File: src/rtl/fetch_unit.sv
// fetch_unit: single-outstanding instruction fetch stage with branch redirect.
// Optional taken-branch counter: define FETCH_BRANCH_COUNT_EN for branch_count.
//
// Ports:
//   clk, rst_n          clock, async active-low reset
//   branch_check        taken-branch strobe, branch_target redirect address
//   imem_req/imem_addr  word-addressed instruction memory request
//   imem_ack/imem_rdata memory response strobe and data
//   instr_valid/ready   handshake towards decode
//   instr_out/instr_pc  held instruction word and its address
//   branch_count        saturating count of branch cycles (macro only)
module fetch_unit #(
  parameter logic [15:0] RESET_PC = 16'h0000
) (
  input  logic        clk,
  input  logic        rst_n,
  input  logic        branch_check,
  input  logic [15:0] branch_target,
  output logic        imem_req,
  output logic [15:0] imem_addr,
  input  logic        imem_ack,
  input  logic [15:0] imem_rdata,
  output logic        instr_valid,
  input  logic        instr_ready,
  output logic [15:0] instr_out,
  output logic [15:0] instr_pc
`ifdef FETCH_BRANCH_COUNT_EN
  ,
  output logic [15:0] branch_count
`endif
);

  typedef enum logic [1:0] {
    IDLE,
    REQ,
    HOLD,
    DRAIN
  } state_t;

  state_t      state;
  logic [15:0] pc;
  logic [15:0] tgt;
  logic [15:0] pc_inc;
  logic [15:0] drain_pc;

  assign pc_inc = pc + 16'd1;

  // A branch arriving together with the drain ack is the newest one.
  assign drain_pc = branch_check ? branch_target : tgt;

  always_ff @(posedge clk or negedge rst_n) begin
    if (!rst_n) begin
      state       <= IDLE;
      pc          <= RESET_PC;
      tgt         <= 16'h0000;
      imem_req    <= 1'b0;
      imem_addr   <= 16'h0000;
      instr_valid <= 1'b0;
      instr_out   <= 16'h0000;
      instr_pc    <= 16'h0000;
    end else begin
      unique case (state)
        IDLE: begin
          state    <= REQ;
          imem_req <= 1'b1;
          if (branch_check) begin
            pc        <= branch_target;
            imem_addr <= branch_target;
          end else begin
            imem_addr <= pc;
          end
        end
        REQ: begin
          if (imem_ack && branch_check) begin
            // Response belongs to the squashed path; refetch at target.
            pc        <= branch_target;
            imem_addr <= branch_target;
          end else if (imem_ack) begin
            instr_out   <= imem_rdata;
            instr_pc    <= pc;
            pc          <= pc_inc;
            instr_valid <= 1'b1;
            imem_req    <= 1'b0;
            state       <= HOLD;
          end else if (branch_check) begin
            // Request must complete before redirecting.
            tgt   <= branch_target;
            state <= DRAIN;
          end
        end
        HOLD: begin
          if (branch_check) begin
            instr_valid <= 1'b0;
            pc          <= branch_target;
            imem_req    <= 1'b1;
            imem_addr   <= branch_target;
            state       <= REQ;
          end else if (instr_ready) begin
            instr_valid <= 1'b0;
            imem_req    <= 1'b1;
            imem_addr   <= pc;
            state       <= REQ;
          end
        end
        DRAIN: begin
          if (imem_ack) begin
            pc        <= drain_pc;
            imem_addr <= drain_pc;
            state     <= REQ;
          end else if (branch_check) begin
            tgt <= branch_target;
          end
        end
        default: begin
          state    <= IDLE;
          imem_req <= 1'b0;
        end
      endcase
    end
  end

`ifdef FETCH_BRANCH_COUNT_EN
  always_ff @(posedge clk or negedge rst_n) begin
    if (!rst_n) begin
      branch_count <= 16'h0000;
    end else if (branch_check && branch_count != 16'hFFFF) begin
      branch_count <= branch_count + 16'd1;
    end
  end
`endif

endmodule

File: config.mk
export PLATFORM = sky130hd
export DESIGN_NAME = fetch_unit
export DESIGN_NICKNAME = d
export VERILOG_FILES = /design/src/rtl/fetch_unit.sv
export SDC_FILE = /design/constraint.sdc
export NUM_CORES = 1
export LEC_CHECK = 0
export ABC_AREA = 0
export CELL_PAD_IN_SITES_DETAIL_PLACEMENT = 0
export CELL_PAD_IN_SITES_GLOBAL_PLACEMENT = 1
export CORE_MARGIN = 2
export CORE_UTILIZATION = 51
export CTS_BUF_LIST = sky130_fd_sc_hd__clkbuf_2 sky130_fd_sc_hd__clkbuf_4 sky130_fd_sc_hd__clkbuf_8
export DETAILED_ROUTE_END_ITERATION = 8
export DONT_BUFFER_PORTS = 1
export PLACE_DENSITY_LB_ADDON = 0.1
export RECOVER_POWER = 25
export SLEW_MARGIN = 10
export SYNTH_ARGS = -nofsm -noshare
export SYNTH_HDL_FRONTEND = slang
export SYNTH_SLANG_ARGS = --single-unit
File: constraint.sdc
create_clock -name clk -period 2.45 [get_ports clk]
set_input_delay 0.3675 -clock clk [delete_from_list [all_inputs] [get_ports clk]]
set_output_delay 0.3675 -clock clk [all_outputs]
set_load 0.02 [all_outputs]
==> reports/qor.txt, run 1 <==
Status - complete, no violations
Fin crit share - 0.897
Warning count from the yosys run - 0
Core Util, Final - 0.555
Crit. End Element - register
GR Util All Layers - 0.242
WHS - 131 ps
Final Max Tran Viols - 0
Post-route antenna net violation count - 0
IO buf count - 0
Seq cells post-synth - 84
I/O Pins - 87
Nets - 442
Synth Flop Type - dfrtp_1
CORE AREA - 8130 um^2
WP data arrival - 2440 ps
Synth top cells by count - 84 x dfrtp_1, 52 x mux2_2, 47 x nand2_1
Design Power - 5050 uW
DR iter-0 viols - 216
CTS H-tree lvls - 3
Clk slew on worst S/H paths - 90 ps
Clock latency at the later pin of the worst-skew pair - 350 ps
Required @ worst endpoint - 2700 ps
Total grt overflow - 0
Setup TNS - 0 ps
Yosys cell types - 53
Max_slew headroom - 0.200
Crit-path max cell delay - 900 ps
Drt total wl - 10300 um
Wire length per cell - 20.1 um
CP max-delay cell - nor2_1
RSZ-0062 raised after global routing - no
Post-synth EDFFs - 0
FP Rows - 33
Syn nets - 448
Worst setup SP type - register
Setup Viol. Count Final - 0
Worst Hold Class - input port to register
Area leader, netlist - dfrtp_1
Synthesized area - 4220 um^2
Setup Skew - 10.5 ps
Pwr Density - 1120 nW/um^2
Leakage power - 0.00189 uW
DP HPWL - 6910 um
CTS tree - yes
Fill cells - 716
Max cap viols - 0
Pin count of the biggest net entering global routing - 85
First-pass GRT wire length - 16600 um
Sink Count - 84
Worst-Margin Slew - 1200 ps
Via density - 6.11
Die H - 94.9 um
Area grow syn2layout - 7.06%
Seq/Total Area, Yosys - 0.498
Starting Density - 0.519
Drt drc - 0
Initial antenna violation count - 0
Max FO, Critical Path - 14
Die width - 94.9 um
Setup WS pre-CTS - 309 ps
Async set-or-reset flop fraction in the synthesized netlist - 1.00
CTS Buf Count - 9
Antenna cells - 0
Post-CTS Setup Bufs - 0
Setup CP Type - register to register
Worst Slack Setup Final - 252 ps
Drt first pass iters - 4
Peak supply drop - 0.565 mV
Vias in the first global route - 3038
Min Tclk post-route - 2200 ps
Ranking of synthesized cells by area - dfrtp_1 50%, mux2_2 14%, o21ai_0 5.0%
Max frequency - 455 MHz
Detailed-route via count - 3143
Hold Violations, Final - 0
Most frequent cell after synthesis - dfrtp_1
Routability cong. - 0.848
Syn_area_per_cell - 10.3 um^2
CTS max path bufs - 2
DIE AREA - 9010 um^2
Layout cells sized above 1 - 0.210
Root Buffer - clkbuf_8
Worst path cell trace - or3b_1 -> a21oi_1 -> nor2_1 -> mux2_2
Syn Inst Count - 410
Top-area cell type share of the netlist area - 0.498
[flip-flops by register name (all words and copies together) (netlist names)]
register and count:
imem_addr 16, instr_out 16, instr_pc 16, pc 16
tgt 16, state 2, imem_req 1, instr_valid 1
[logic make-up after synthesis]
| group | count (synthesis) | synth area share |
|---|---|---|
| AND/OR/NAND/NOR | 110 | 0.127 |
| flip-flops | 84 | 0.498 |
| multiplexers | 60 | 0.158 |
| buffers and inverters | 37 | 0.0454 |
| adder cells (fa/ha/maj) | 1 | 0.00297 |
| AO/OA/AOI/OAI | 117 | 0.166 |
| XOR/XNOR | 1 | 0.00208 |
[cell usage in the layout, fill, tap and decap left out, drive strengths merged, types with 10 or more instances in the layout]
master	synthesis	layout
nand2	48	48
a31oi	12	12
mux2	53	53
a21oi	30	30
clkbuf	6	12
buf	23	10
dfrtp	84	84
o21ai	42	42
nor2	22	22
[per-stage QoR]
| step | area [um^2] | instances |
|---|---|---|
| after detailed placement | 4260 | 496 |
| final | 4520 | 514 |
| after global routing | 4520 | 514 |
| after CTS | 4540 | 514 |
| after floorplan | 4220 | 410 |
| after global placement | 4260 | 496 |
[what timing repair did]
| action | CTS | global route |
|---|---|---|
| hold buffers | 2 | 0 |
| resized for setup | 0 | 0 |
| hold endpoints to repair | 84 | 0 |
[worst paths after layout]
check,to,slack (ps),cells after the start,startpoint
worst max-delay path,imem_addr[3]$_DFFE_PN0P_,250,4,state[0]$_DFFE_PN0P_
worst min-delay path,instr_valid$_DFFE_PN0P_,130,1,branch_check
worst max register to register,imem_addr[3]$_DFFE_PN0P_,250,4,state[0]$_DFFE_PN0P_
worst min register to register,tgt[10]$_DFFE_PN0P_,500,2,tgt[10]$_DFFE_PN0P_
max in group asynchronous,pc[6]$_DFFE_PN0P_,890,2,rst_n
min in group asynchronous,pc[5]$_DFFE_PN0P_,830,2,rst_n
[per-layer routing]
metal / up-vias / GRT usage / wire [um]
met4: 0 / 0.0966 / 157
met3: 13 / 0.0511 / 631
met1: 1554 / 0.369 / 5020
li1: 1470 / - / -
met5: - / 0 / 0
met2: 106 / 0.332 / 4540
[where the power goes]
group | internal [uW] | leakage (uW) | switching [uW]
Combinational | 579 | 0.000786 | 578
Sequential | 1870 | 0.000994 | 871
Clock | 632 | 0.000112 | 515
[worst max-delay path, delay by kind of cell, from the launching register on]
kind	cells	cell delay, ps
multiplexers	1	420
AND/OR/NAND/NOR	2	1100
AO/OA/AOI/OAI	1	80
flip-flops	1	490
[area by class of cell]
class | instances | area, um^2 | share of cell area
clock inverters | 5 | 83.8 | 0.0186
clock buffers | 11 | 151 | 0.0335
flip-flops and latches | 84 | 2100 | 0.466
repair buffers | 12 | 92.6 | 0.0205
well taps | 105 | 131 | 0.0291
multi-input cells | 289 | 1920 | 0.426
inverters | 8 | 30.0 | 0.00665
No activity file was read; power rests on OpenSTA's default activity.
==> run 2: changes to the inputs <==
--- a/config.mk
+++ b/config.mk
@@ -9,12 +9,12 @@
 export CELL_PAD_IN_SITES_DETAIL_PLACEMENT = 0
 export CELL_PAD_IN_SITES_GLOBAL_PLACEMENT = 1
 export CORE_MARGIN = 2
-export CORE_UTILIZATION = 51
-export CTS_BUF_LIST = sky130_fd_sc_hd__clkbuf_2 sky130_fd_sc_hd__clkbuf_4 sky130_fd_sc_hd__clkbuf_8
+export CORE_UTILIZATION = 49
 export DETAILED_ROUTE_END_ITERATION = 8
 export DONT_BUFFER_PORTS = 1
 export PLACE_DENSITY_LB_ADDON = 0.1
 export RECOVER_POWER = 25
+export REMOVE_ABC_BUFFERS = 1
 export SLEW_MARGIN = 10
 export SYNTH_ARGS = -nofsm -noshare
 export SYNTH_HDL_FRONTEND = slang
==> run 2 against run 1 <==
Compared with the run above: first-iteration DRC count down 54%; via count down 0.73%; sequential power about the same; worst setup slack worse by 44 ps; final area down 1.1%; clock skew up 4.7 ps; flip-flop and latch count unchanged; clock power down 15%; wire length about the same; critical path depth up 1; sequential share of layout area up 0.52 points; critical endpoint unchanged; largest cell class unchanged.
==> reports/qor.txt, run 2 (synthesis gave the netlist of run 1 again) <==
Status - complete, no violations
RSZ-0062 raised after global routing - no
CTS tree - yes
Fin cells - 512
Leakage power - 0.00186 uW
CP top delay family - simple AND/OR/NAND/NOR gates
Required @ worst endpoint - 2710 ps
HP Start - branch_check
Via density - 6.09
Drt drc - 0
Starting Density - 0.508
Nets - 440
Peak supply drop - 0.558 mV
Post-CTS Setup Bufs - 0
Drt first pass iters - 4
Pwr Density - 1090 nW/um^2
WHS - 125 ps
Most common cell after layout, fill and taps aside - dfrtp_1
Max_slew headroom - 0.221
Max FO, Critical Path - 21
Hold Violations, Final - 0
Dpl cells - 494
CORE AREA - 8300 um^2
Crit path buffers/inverters - 1
Drt total wl - 10400 um
Multi-input combinational cell area - 1920 um^2
Final Max Tran Viols - 0
WP data arrival - 2500 ps
Fill cells - 745
DP HPWL - 6690 um
Vias in the first global route - 3165
Worst Hold Class - input port to register
CTS H-tree lvls - 3
Most frequent cells in the layout - 84 x dfrtp_1, 52 x mux2_2, 47 x nand2_1, 42 x o21ai_0, 30 x a21oi_1
Worst path cell trace - buf_4 -> or3b_1 -> a21oi_1 -> nor2_1 -> mux2_2
GR Util All Layers - 0.229
Max cap viols - 0
Core Util, Final - 0.538
Worst setup SP type - register
Worst flop-to-flop path endpoint - imem_addr[3]$_DFFE_PN0P_
First-pass GRT wire length - 17200 um
Hold Buf Count CTS - 2
CTS max path bufs - 2
Total grt overflow - 0
Max frequency - 446 MHz
Critical R2R Launch - state[0]$_DFFE_PN0P_
IO buf count - 0
Initial antenna violation count - 0
Setup CP Type - register to register
Post-cts gate resize count - 0
Crit-path max cell delay - 770 ps
Die H - 96.8 um
Pin count of the biggest net entering global routing - 85
Post-route antenna net violation count - 0
Min Tclk post-route - 2240 ps
Antenna cells - 0
CP max-delay cell - nor2_1
Worst-Margin Slew - 1170 ps
Hold Path Cell Cnt - 1
I/O Pins - 87
Setup TNS - 0 ps
DR iter-0 viols - 100
Fin crit share - 0.915
Worst Hold End - state[1]$_DFFE_PN0P_
DIE AREA - 9370 um^2
Setup Viol. Count Final - 0
Root Buffer - clkbuf_8
Die width - 96.8 um
R2R cell count - 5
Detailed-route via count - 3120
Clk slew on worst S/H paths - 100 ps
Clock latency at the later pin of the worst-skew pair - 370 ps
Crit. End Element - register
Design Power - 4850 uW
CTS Buf Count - 9
Setup Skew - 15.1 ps
Area grow syn2layout - 5.87%
Reg2reg setup slack - 210 ps
Wire length per cell - 20.2 um
FP Rows - 33
Layout cells sized above 1 - 0.206
Routability cong. - 0.812
Storage cell area - 2100 um^2
Sink Count - 84
-- run 2: cell count changes in the layout (fill, tap and decap cells not counted), sizes merged --
cell    previous run  this run
inv                8        13
buf               10         8
bufinv             2         0
clkbuf            12        10
clkinv             1         0
-- run 2: how the worst max path moves through the flow --
stage                              start                        to  slack [ps]  depth (start not counted)
floorplan           state[0]$_DFFE_PN0P_  instr_out[0]$_DFFE_PN0P_        -710                          4
global placement    state[0]$_DFFE_PN0P_  imem_addr[2]$_DFFE_PN0P_         290                          5
detailed placement  state[0]$_DFFE_PN0P_  imem_addr[2]$_DFFE_PN0P_         240                          5
CTS                 state[0]$_DFFE_PN0P_  imem_addr[3]$_DFFE_PN0P_         230                          5
global route        state[0]$_DFFE_PN0P_  imem_addr[2]$_DFFE_PN0P_          50                          5
finish              state[0]$_DFFE_PN0P_  imem_addr[3]$_DFFE_PN0P_         210                          5
-- run 2: metrics by stage --
step,area [um^2],setup WS [ps]
floorplan,4060,-715
CTS,4490,234
global route,4470,53.0
detailed placement,4260,239
finish,4470,207
global placement,4260,291
-- run 2: final cells by class --
cell class,count,share of cell area
clock buffers,9,0.0277
clock inverters,7,0.0143
inverters,8,0.00672
multi-input cells,289,0.431
flip-flops and latches,84,0.471
well taps,105,0.0294
repair buffers,10,0.0202
-- run 2: routing by layer --
layer  vias up  routed length [um]  track usage
met5         -                   0            0
met3         4                 642       0.0607
met1      1557                4680        0.310
met2        98                4980        0.369
met4         0                  59       0.0574
li1       1461                   -            -
-- run 2: where the power goes --
| part | leakage [uW] | switching, uW | internal [uW] |
|---|---|---|---|
| clock | 0.0000907 | 587 | 394 |
| combinational | 0.000779 | 534 | 568 |
| sequential | 0.000994 | 891 | 1870 |
| total | 0.00186 | 2010 | 2830 |
